===== config.mk =====
export PLATFORM = sky130hd
export DESIGN_NAME = obi_rr_arbiter
export DESIGN_NICKNAME = d
export VERILOG_FILES = /design/src/rtl/obi_pkg.sv /design/src/rtl/obi_id_fifo.sv /design/src/rtl/obi_rr_arbiter.sv
export SDC_FILE = /design/constraint.sdc
export NUM_CORES = 1
export LEC_CHECK = 0
export CAP_MARGIN = 25
export CORE_AREA = 4 4 119 121
export CTS_CLUSTER_DIAMETER = 30
export CTS_CLUSTER_SIZE = 12
export DETAILED_ROUTE_END_ITERATION = 16
export DIE_AREA = 0 0 123 125
export PLACE_DENSITY = 0.56
export SLEW_MARGIN = 40
export SYNTH_ARGS = -nofsm -noshare
export SYNTH_HDL_FRONTEND = slang
export SYNTH_SLANG_ARGS = --single-unit

===== constraint.sdc =====
create_clock -name clk_i -period 2.5 [get_ports clk_i]
set_clock_uncertainty 0.2 [all_clocks]
set_input_delay 0.75 -clock clk_i [delete_from_list [all_inputs] [get_ports clk_i]]
set_output_delay 0.75 -clock clk_i [all_outputs]
set_load 0.01 [all_outputs]

===== src/rtl/obi_pkg.sv =====
// Shared OBI bus constants and the request bundle carried from each master
// to the shared slave port.
package obi_pkg;

  localparam int OBI_AW  = 32;
  localparam int OBI_DW  = 32;
  localparam int OBI_BEW = 4;

  typedef struct packed {
    logic               we;
    logic [OBI_BEW-1:0] be;
    logic [OBI_AW-1:0]  addr;
    logic [OBI_DW-1:0]  wdata;
  } obi_req_t;

endpackage


===== src/rtl/obi_id_fifo.sv =====
// In-order FIFO of granted master indices. The head is valid whenever
// empty_o is low. A push is not visible at the head until the next cycle.
module obi_id_fifo #(
  parameter int DEPTH = 2,
  parameter int IDW   = 1
) (
  input  logic           clk_i,
  input  logic           rst_i,
  input  logic           push_i,
  input  logic [IDW-1:0] data_i,
  input  logic           pop_i,
  output logic [IDW-1:0] data_o,
  output logic           full_o,
  output logic           empty_o
);

  localparam int PW = (DEPTH > 1) ? $clog2(DEPTH) : 1;
  localparam int CW = $clog2(DEPTH + 1);

  logic [IDW-1:0] mem [DEPTH];
  logic [PW-1:0]  wr_ptr;
  logic [PW-1:0]  rd_ptr;
  logic [CW-1:0]  count;
  logic           do_push;
  logic           do_pop;

  function automatic logic [PW-1:0] next_ptr(input logic [PW-1:0] ptr);
    return (ptr == PW'(DEPTH - 1)) ? '0 : ptr + PW'(1);
  endfunction

  assign full_o  = (count == CW'(DEPTH));
  assign empty_o = (count == '0);
  assign data_o  = mem[rd_ptr];

  assign do_push = push_i & ~full_o;
  assign do_pop  = pop_i & ~empty_o;

  // NOTE: sequential state uses non-blocking assignments so every register
  // samples pre-edge values, independent of process evaluation order.
  always_ff @(posedge clk_i or posedge rst_i) begin
    if (rst_i) begin
      wr_ptr <= '0;
      rd_ptr <= '0;
      count  <= '0;
    end else begin
      if (do_push) wr_ptr <= next_ptr(wr_ptr);
      if (do_pop)  rd_ptr <= next_ptr(rd_ptr);
      if (do_push && !do_pop)      count <= count + CW'(1);
      else if (do_pop && !do_push) count <= count - CW'(1);
    end
  end

  // NOTE: storage has no reset; entries are only read once count marks them
  // valid, so clearing them would add reset fan-out for no behavioural gain.
  always_ff @(posedge clk_i) begin
    if (do_push) mem[wr_ptr] <= data_i;
  end

endmodule


===== src/rtl/obi_rr_arbiter.sv =====
// Round-robin arbiter sharing one OBI slave port among NUM_MASTERS masters;
// an ID FIFO returns each response to the master that issued the request.
module obi_rr_arbiter
  import obi_pkg::*;
#(
  parameter int NUM_MASTERS = 2,
  parameter int DEPTH       = 2
) (
  input  logic                          clk_i,
  input  logic                          rst_i,
  input  logic [NUM_MASTERS-1:0]        m_req_i,
  input  logic [NUM_MASTERS-1:0]        m_we_i,
  input  logic [NUM_MASTERS*4-1:0]      m_be_i,
  input  logic [NUM_MASTERS*32-1:0]     m_addr_i,
  input  logic [NUM_MASTERS*32-1:0]     m_wdata_i,
  output logic [NUM_MASTERS-1:0]        m_gnt_o,
  output logic [NUM_MASTERS-1:0]        m_rvalid_o,
  output logic [NUM_MASTERS*32-1:0]     m_rdata_o,
  output logic                          s_req_o,
  output logic                          s_we_o,
  output logic [3:0]                    s_be_o,
  output logic [31:0]                   s_addr_o,
  output logic [31:0]                   s_wdata_o,
  input  logic                          s_gnt_i,
  input  logic                          s_rvalid_i,
  input  logic [31:0]                   s_rdata_i,
  output logic                          rsp_err_o
);

  localparam int IDW = (NUM_MASTERS > 1) ? $clog2(NUM_MASTERS) : 1;

  obi_req_t       reqs [NUM_MASTERS];
  obi_req_t       sel;
  logic [IDW-1:0] rr_ptr;
  logic [IDW-1:0] winner;
  logic           any_req;
  logic           accept;
  logic           fifo_full;
  logic           fifo_empty;
  logic [IDW-1:0] head;
  logic           rsp_hit;
  logic           rsp_spurious;

  // NOTE: every always_comb output gets a default before any branch, so no
  // path can leave it unassigned and infer a latch.
  always_comb begin
    for (int k = 0; k < NUM_MASTERS; k++) begin
      reqs[k]       = '0;
      reqs[k].we    = m_we_i[k];
      reqs[k].be    = m_be_i[k*OBI_BEW +: OBI_BEW];
      reqs[k].addr  = m_addr_i[k*OBI_AW +: OBI_AW];
      reqs[k].wdata = m_wdata_i[k*OBI_DW +: OBI_DW];
    end
  end

  // Scan downward so the requester closest to rr_ptr is written last and wins.
  always_comb begin
    logic [IDW-1:0] cand;
    cand   = '0;
    winner = rr_ptr;
    for (int i = NUM_MASTERS - 1; i >= 0; i--) begin
      cand = IDW'((int'(rr_ptr) + i) % NUM_MASTERS);
      if (m_req_i[cand]) winner = cand;
    end
  end

  assign any_req = |m_req_i;

  // A pop in the same cycle never frees a slot early: keeps s_rvalid_i off
  // the combinational path to the grant.
  assign s_req_o = any_req & ~fifo_full & ~rst_i;
  assign accept  = s_req_o & s_gnt_i;

  assign sel       = any_req ? reqs[winner] : '0;
  assign s_we_o    = sel.we;
  assign s_be_o    = sel.be;
  assign s_addr_o  = sel.addr;
  assign s_wdata_o = sel.wdata;

  always_comb begin
    m_gnt_o = '0;
    for (int k = 0; k < NUM_MASTERS; k++) begin
      if (accept && winner == IDW'(k)) m_gnt_o[k] = 1'b1;
    end
  end

  always_ff @(posedge clk_i or posedge rst_i) begin
    if (rst_i) begin
      rr_ptr <= '0;
    end else if (accept) begin
      rr_ptr <= (winner == IDW'(NUM_MASTERS - 1)) ? '0 : winner + IDW'(1);
    end
  end

  obi_id_fifo #(
    .DEPTH (DEPTH),
    .IDW   (IDW)
  ) u_id_fifo (
    .clk_i   (clk_i),
    .rst_i   (rst_i),
    .push_i  (accept),
    .data_i  (winner),
    .pop_i   (rsp_hit),
    .data_o  (head),
    .full_o  (fifo_full),
    .empty_o (fifo_empty)
  );

  assign rsp_hit      = s_rvalid_i & ~fifo_empty;
  assign rsp_spurious = s_rvalid_i & fifo_empty;

  always_comb begin
    m_rvalid_o = '0;
    m_rdata_o  = '0;
    for (int k = 0; k < NUM_MASTERS; k++) begin
      if (rsp_hit && head == IDW'(k)) begin
        m_rvalid_o[k]                 = 1'b1;
        m_rdata_o[k*OBI_DW +: OBI_DW] = s_rdata_i;
      end
    end
  end

  // Sticky until reset; responses left over from before a reset land here.
  always_ff @(posedge clk_i or posedge rst_i) begin
    if (rst_i) begin
      rsp_err_o <= 1'b0;
    end else if (rsp_spurious) begin
      rsp_err_o <= 1'b1;
    end
  end

endmodule


Word-level counts from Yosys, hierarchy flattened
Memory sizes are Yosys's and may differ from the RTL's.
Cells that the tools add are included.
Word-level totals
  output and inout port bits: 139
  memory bits (writable): 2
  bits in read-only memories: 0
  flip-flop bits (word level): 6
  bits in latches: 0
  memories: 1
  logic and storage cells: 63
Memories
  u_id_fifo.mem: depth 2, width 1, read ports 1, clocked after Yosys merged registers in 0, wr ports 1, RTL line obi_id_fifo.sv:20  | logic [IDW-1:0] mem [DEPTH];
Operators by class
  $mul: 0
  equal/unequal tests: 1
  bitwise gates (word level): 13
  shifts and indexed selects: 0
  reduce and logical (&&, ||, !) cells: 11
  magnitude comparators: 3
  add/sub/neg operators: 6
  multiplexer cells: 23
  divide/modulo/power cells: 0
Operators with widths (count)
  2-to-1 mux 69 bit: 4
  2-to-1 mux 32 bit: 2
  2-to-1 mux 1 bit: 15
  bitwise AND 1 bit: 7
  logical AND 1 bit: 6
  inverter 1 bit: 5
  adder 1 bit, second input constant: 4
  less-than comparator 1 x 2 -> 1 bit, second input constant: 2
  2-to-1 mux 2 bit: 2
  adder 2 x 1 -> 2 bit, second input constant: 1
  equality test 2 bit, second input constant: 1
  greater-or-equal comparator 2 bit, second input constant: 1
  logical NOT 1 bit: 2
  logical NOT 2 bit: 1
  inverter 1 -> 2 bit: 1
  nonzero test 2 bit: 1
  OR reduction 2 bit: 1
  subtractor 2 x 1 -> 2 bit, second input constant: 1

Depth between registers and ports, before layout
  depth after elaboration: 10
  gate-level depth with buffers: 6
  depth with buffers taken out: 6

Hierarchy
Synthesis repeated with hierarchy kept, for this count alone.
Unflattened totals
  cells, all modules: 206
  area total of the unflattened synthesis: 1736.7 um^2
By module, submodules not included
  obi_rr_arbiter: area each 1465.2 um^2, sequential area each 50.0 um^2, cells each 183, instances 1
  obi_id_fifo: area each 271.5 um^2, sequential area each 160.2 um^2, cells each 23, instances 1

Worst setup path before layout
Ideal clock, no wire load.
  kind: input to output
  from: in m_req_i[1]
  to: out s_addr_o[26]
  cell stages on the path: 4
  buffers on the path: 2
  data required time: 1.550 ns
  slack: 0.014 ns
  arrival: 1.536 ns
  cells stage by stage: a21boi_2 > buf_2 > buf_2 > a22o_1
On the way
  word-level cells in the longest chain between the ends: 9
  elaborated cells on any way between the ends: 12
RTL lines
  start, declared: RTL line obi_rr_arbiter.sv:11  | input logic [NUM_MASTERS-1:0] m_req_i,
  2-to-1 mux 1 bit (not written as such) (2 in a row): RTL line obi_rr_arbiter.sv:63  | if (m_req_i[cand]) winner = cand;
  2-to-1 mux 1 bit (2 in a row): RTL line obi_rr_arbiter.sv:63
  inverter 1 -> 2 bit (not written as such): RTL line obi_rr_arbiter.sv:74  | assign sel = any_req ? reqs[winner] : '0;
  2-to-1 mux 69 bit (not written as such) (3 in a row): RTL line obi_rr_arbiter.sv:74
  2-to-1 mux 69 bit *: RTL line obi_rr_arbiter.sv:74
  end, declared: RTL line obi_rr_arbiter.sv:22  | output logic [31:0] s_addr_o,
Mark *: on every way between the ends. The rest lies on a longest branch, timed or not. The select of a mux whose other input is x is not followed.

Worst setup path in the final report
  from: in m_req_i[1]
  to: out s_addr_o[30]
Same word-level chain as after synthesis.

==> impl_metrics.yaml <==
run_status:
  status: "finished, violations left"
  violations: "negative setup slack"
critical_path:
  start_kind: "input pin"
  cp_max_fo: 16
  worst_path_max_delay_cell: "clkdlybuf4s15_2"
  path_delay_family: "buffers and inverters"
  path_buf_inv: 4
  worst-path-stages: 6
  worstSetupPathType: "input pin to output pin"
  rr_worst_depth: 8
  worst-r2r-setup-slack_ps: 460
  cp-end-kind: "output pin"
  slowest_delay_ps: 230
  crit_top_cell: "buf_6"
  arrival_ps: 1770
  required_ps: 1550
  crit_chain: "buf_6 > buf_6 > a21oi_4 > buf_6 > a22o_1 > clkdlybuf4s15_2"
global_route:
  antenna_found_initial: 1
  grt_start_max_net_pins: 17
  grt_util_all_layers_pct: 18.0
  grt_pass1_wl_mm: 20.9
  grt_pass1_vias: 3296
  grt_overflow: 0
synthesis:
  synth_cells: 189
  ys_ff_latch: 8
  avgSynthCellArea_um2: 8.06
  yosysSeqAreaShare_pct: 13.8
  yosys.cell_types.count: 21
  syn_nets: 366
  synth_area_um2: 1520
  yosysWarningCount: 0
power:
  p_leak_uw: 0.00273
  p_per_area_nw_per_um2: 580
  vdd_ir_drop_max_mv: 0.190
sta:
  fin_hold_ws_ps: 280
  timing.fmax_mhz: 367
  max_slew_margin_pct: 80.5
  finalCritPeriodShare_pct: 109
  setup_slack_ps: -222
  final.setup.tns_ps: -19470
  rsz0062_at_grt: "true"
  fin_crit_ps: 2720
  worst_pin_slew_ps: 292
  hold_violations: 0
  setup_viol: 135
  slew_violations: 0
hold_path:
  whs_path_depth: 1
  hold_path.class: "register to register"
detailed_routing:
  drc: 0
  drt_iter0_drc: 39
  firstDrtPassIters: 4
  viasPerCell: 4.22
  ant_nets: 0
  totalWireLength_mm: 15.5
  wl_per_cell_um: 21.4
  dr_total_vias: 3066
final_layout:
  nNetsFinal: 727
  area_growth_pct: 290
  n_fill_cell: 1256
  final_cell_area_um2: 5940
  drive_gt1_share_pct: 52.3
  layout_common_cells: "clkdlybuf4s50_1 (170), buf_6 (98), and2_4 (64)"
  final_common_cell: "clkdlybuf4s50_1"
placed_design:
  port_buffers: 314
  gp_congestion: 0.824
  dp_hpwl_mm: 10.8
  placed_cell_area_um2: 5020
cts:
  clk_latency_ps: 230
  clockBufferDepth: 2
  cts_buffers: 3
  htreeDepth: 1
  tritoncts: "done"
  cts_hold_buf: 0
  clk_pin_slew_worst_paths_ps: 40
  cts_num_sinks: 8
  root_buffer: "clkbuf_16"
floorplanning:
  rows: 42
  core_area_um2: 13100
  ios: 315
  initial_core_util_pct: 11.6
  die_w_um: 123
  die_h_um: 125
  die_area_um2: 15400
run:
  cap_viol_max_count: 0
==> routing by layer <==
layer,GRT usage [%],vias up,wire length [µm]
met1,17.2,1412,5070
met5,0,-,0
met4,3.45,0,287
met3,6.37,15,1640
met2,36.2,209,8530
li1,-,1430,-
==> power breakdown <==
| part | internal (µW) | total, µW | switching [µW] | leakage [µW] |
|---|---|---|---|---|
| clock | 213 | 279 | 65.8 | 0.0000382 |
| combinational | 1800 | 2940 | 1140 | 0.00261 |
| sequential | 186 | 226 | 40.2 | 0.0000852 |
==> synthesized netlist by cell type <==
library cell,n,area share (%)
a22o_1,69,40
buf_2,14,4.6
o21ai_2,1,0.58
inv_2,1,0.25
nor4b_4,1,1.6
edfxtp_1,2,3.9
inv_1,2,0.49
nor3_1,1,0.33
ha_1,1,0.82
clkbuf_1,6,1.5
and2_1,66,27
a21o_1,1,0.49
mux2i_1,2,1.3
a21oi_2,1,0.58
nor2_1,4,0.99
a21boi_2,1,0.74
xor2_1,3,1.7
maj3_1,1,0.66
xnor2_1,2,1.2
dfrtp_1,6,9.9
nor2b_1,4,1.6
==> sequential cells by signal (all words and copies together), names as in the netlist <==
| signal | flops |
|---|---|
| u_id_fifo.mem | 2 |
| u_id_fifo.wr_ptr | 1 |
| u_id_fifo.rd_ptr | 1 |
| rr_ptr | 1 |
| rsp_err_o | 1 |
| u_id_fifo.count | 2 |
==> worst register-to-register path, cell delays in order, from the launching register on <==
cell	delay [ps]
dfrtp_1	400
buf_4	150
nor2b_1	250
nor4b_4	100
buf_4	140
buf_4	140
ha_1	300
nor2_1	130
xor2_1	150
==> cell families after synthesis <==
family	Yosys count	synth area share (%)
compound gates	73	42.1
mux	2	1.31
simple gates	76	31.6
flops	8	13.8
xor+xnor	5	2.88
fa+ha+maj	2	1.48
buf+inv	23	6.82
==> final cells by class <==
| class | instances | area (µm²) | share of cell area (%) |
|---|---|---|---|
| antenna | 1 | 2.50 | 0.0421 |
| clock buffer | 4 | 78.8 | 1.33 |
| tap | 176 | 220 | 3.71 |
| inverter | 3 | 13.8 | 0.232 |
| timing repair buffer | 376 | 3940 | 66.3 |
| sequential | 8 | 210 | 3.54 |
| multi-input combinational | 158 | 1480 | 24.9 |
==> worst paths after layout <==
check	from	end
setup / recovery	m_req_i[1]	s_addr_o[30]
hold / removal	rsp_err_o$_DFFE_PP0P_	rsp_err_o$_DFFE_PP0P_
setup reg to reg	u_id_fifo.count[0]$_DFFE_PP0P_	u_id_fifo.count[1]$_DFFE_PP0P_
hold reg to reg	rsp_err_o$_DFFE_PP0P_	rsp_err_o$_DFFE_PP0P_
max in group asynchronous	rst_i	rsp_err_o$_DFFE_PP0P_
min in group asynchronous	rst_i	u_id_fifo.wr_ptr$_DFFE_PP0P_
==> timing repair <==
item,4_1_cts,5_1_grt
gates resized for setup,682,100
pin swaps,74,30
endpoints found under the setup margin,139,138
gates cloned,17,2
buffers inserted,33,2
==> stage by stage <==
step	utilization [%]	std cells	power, µW	setup WS [ps]
CTS	43.9	731	3330	-261
detailed placement	38.3	679	2370	-1160
floorplan	-	189	1030	13.7
global route	45.4	726	3620	-288
global placement	38.3	679	2360	-1160
finish	45.4	726	3450	-222
No activity file was read; power rests on OpenSTA's default activity.
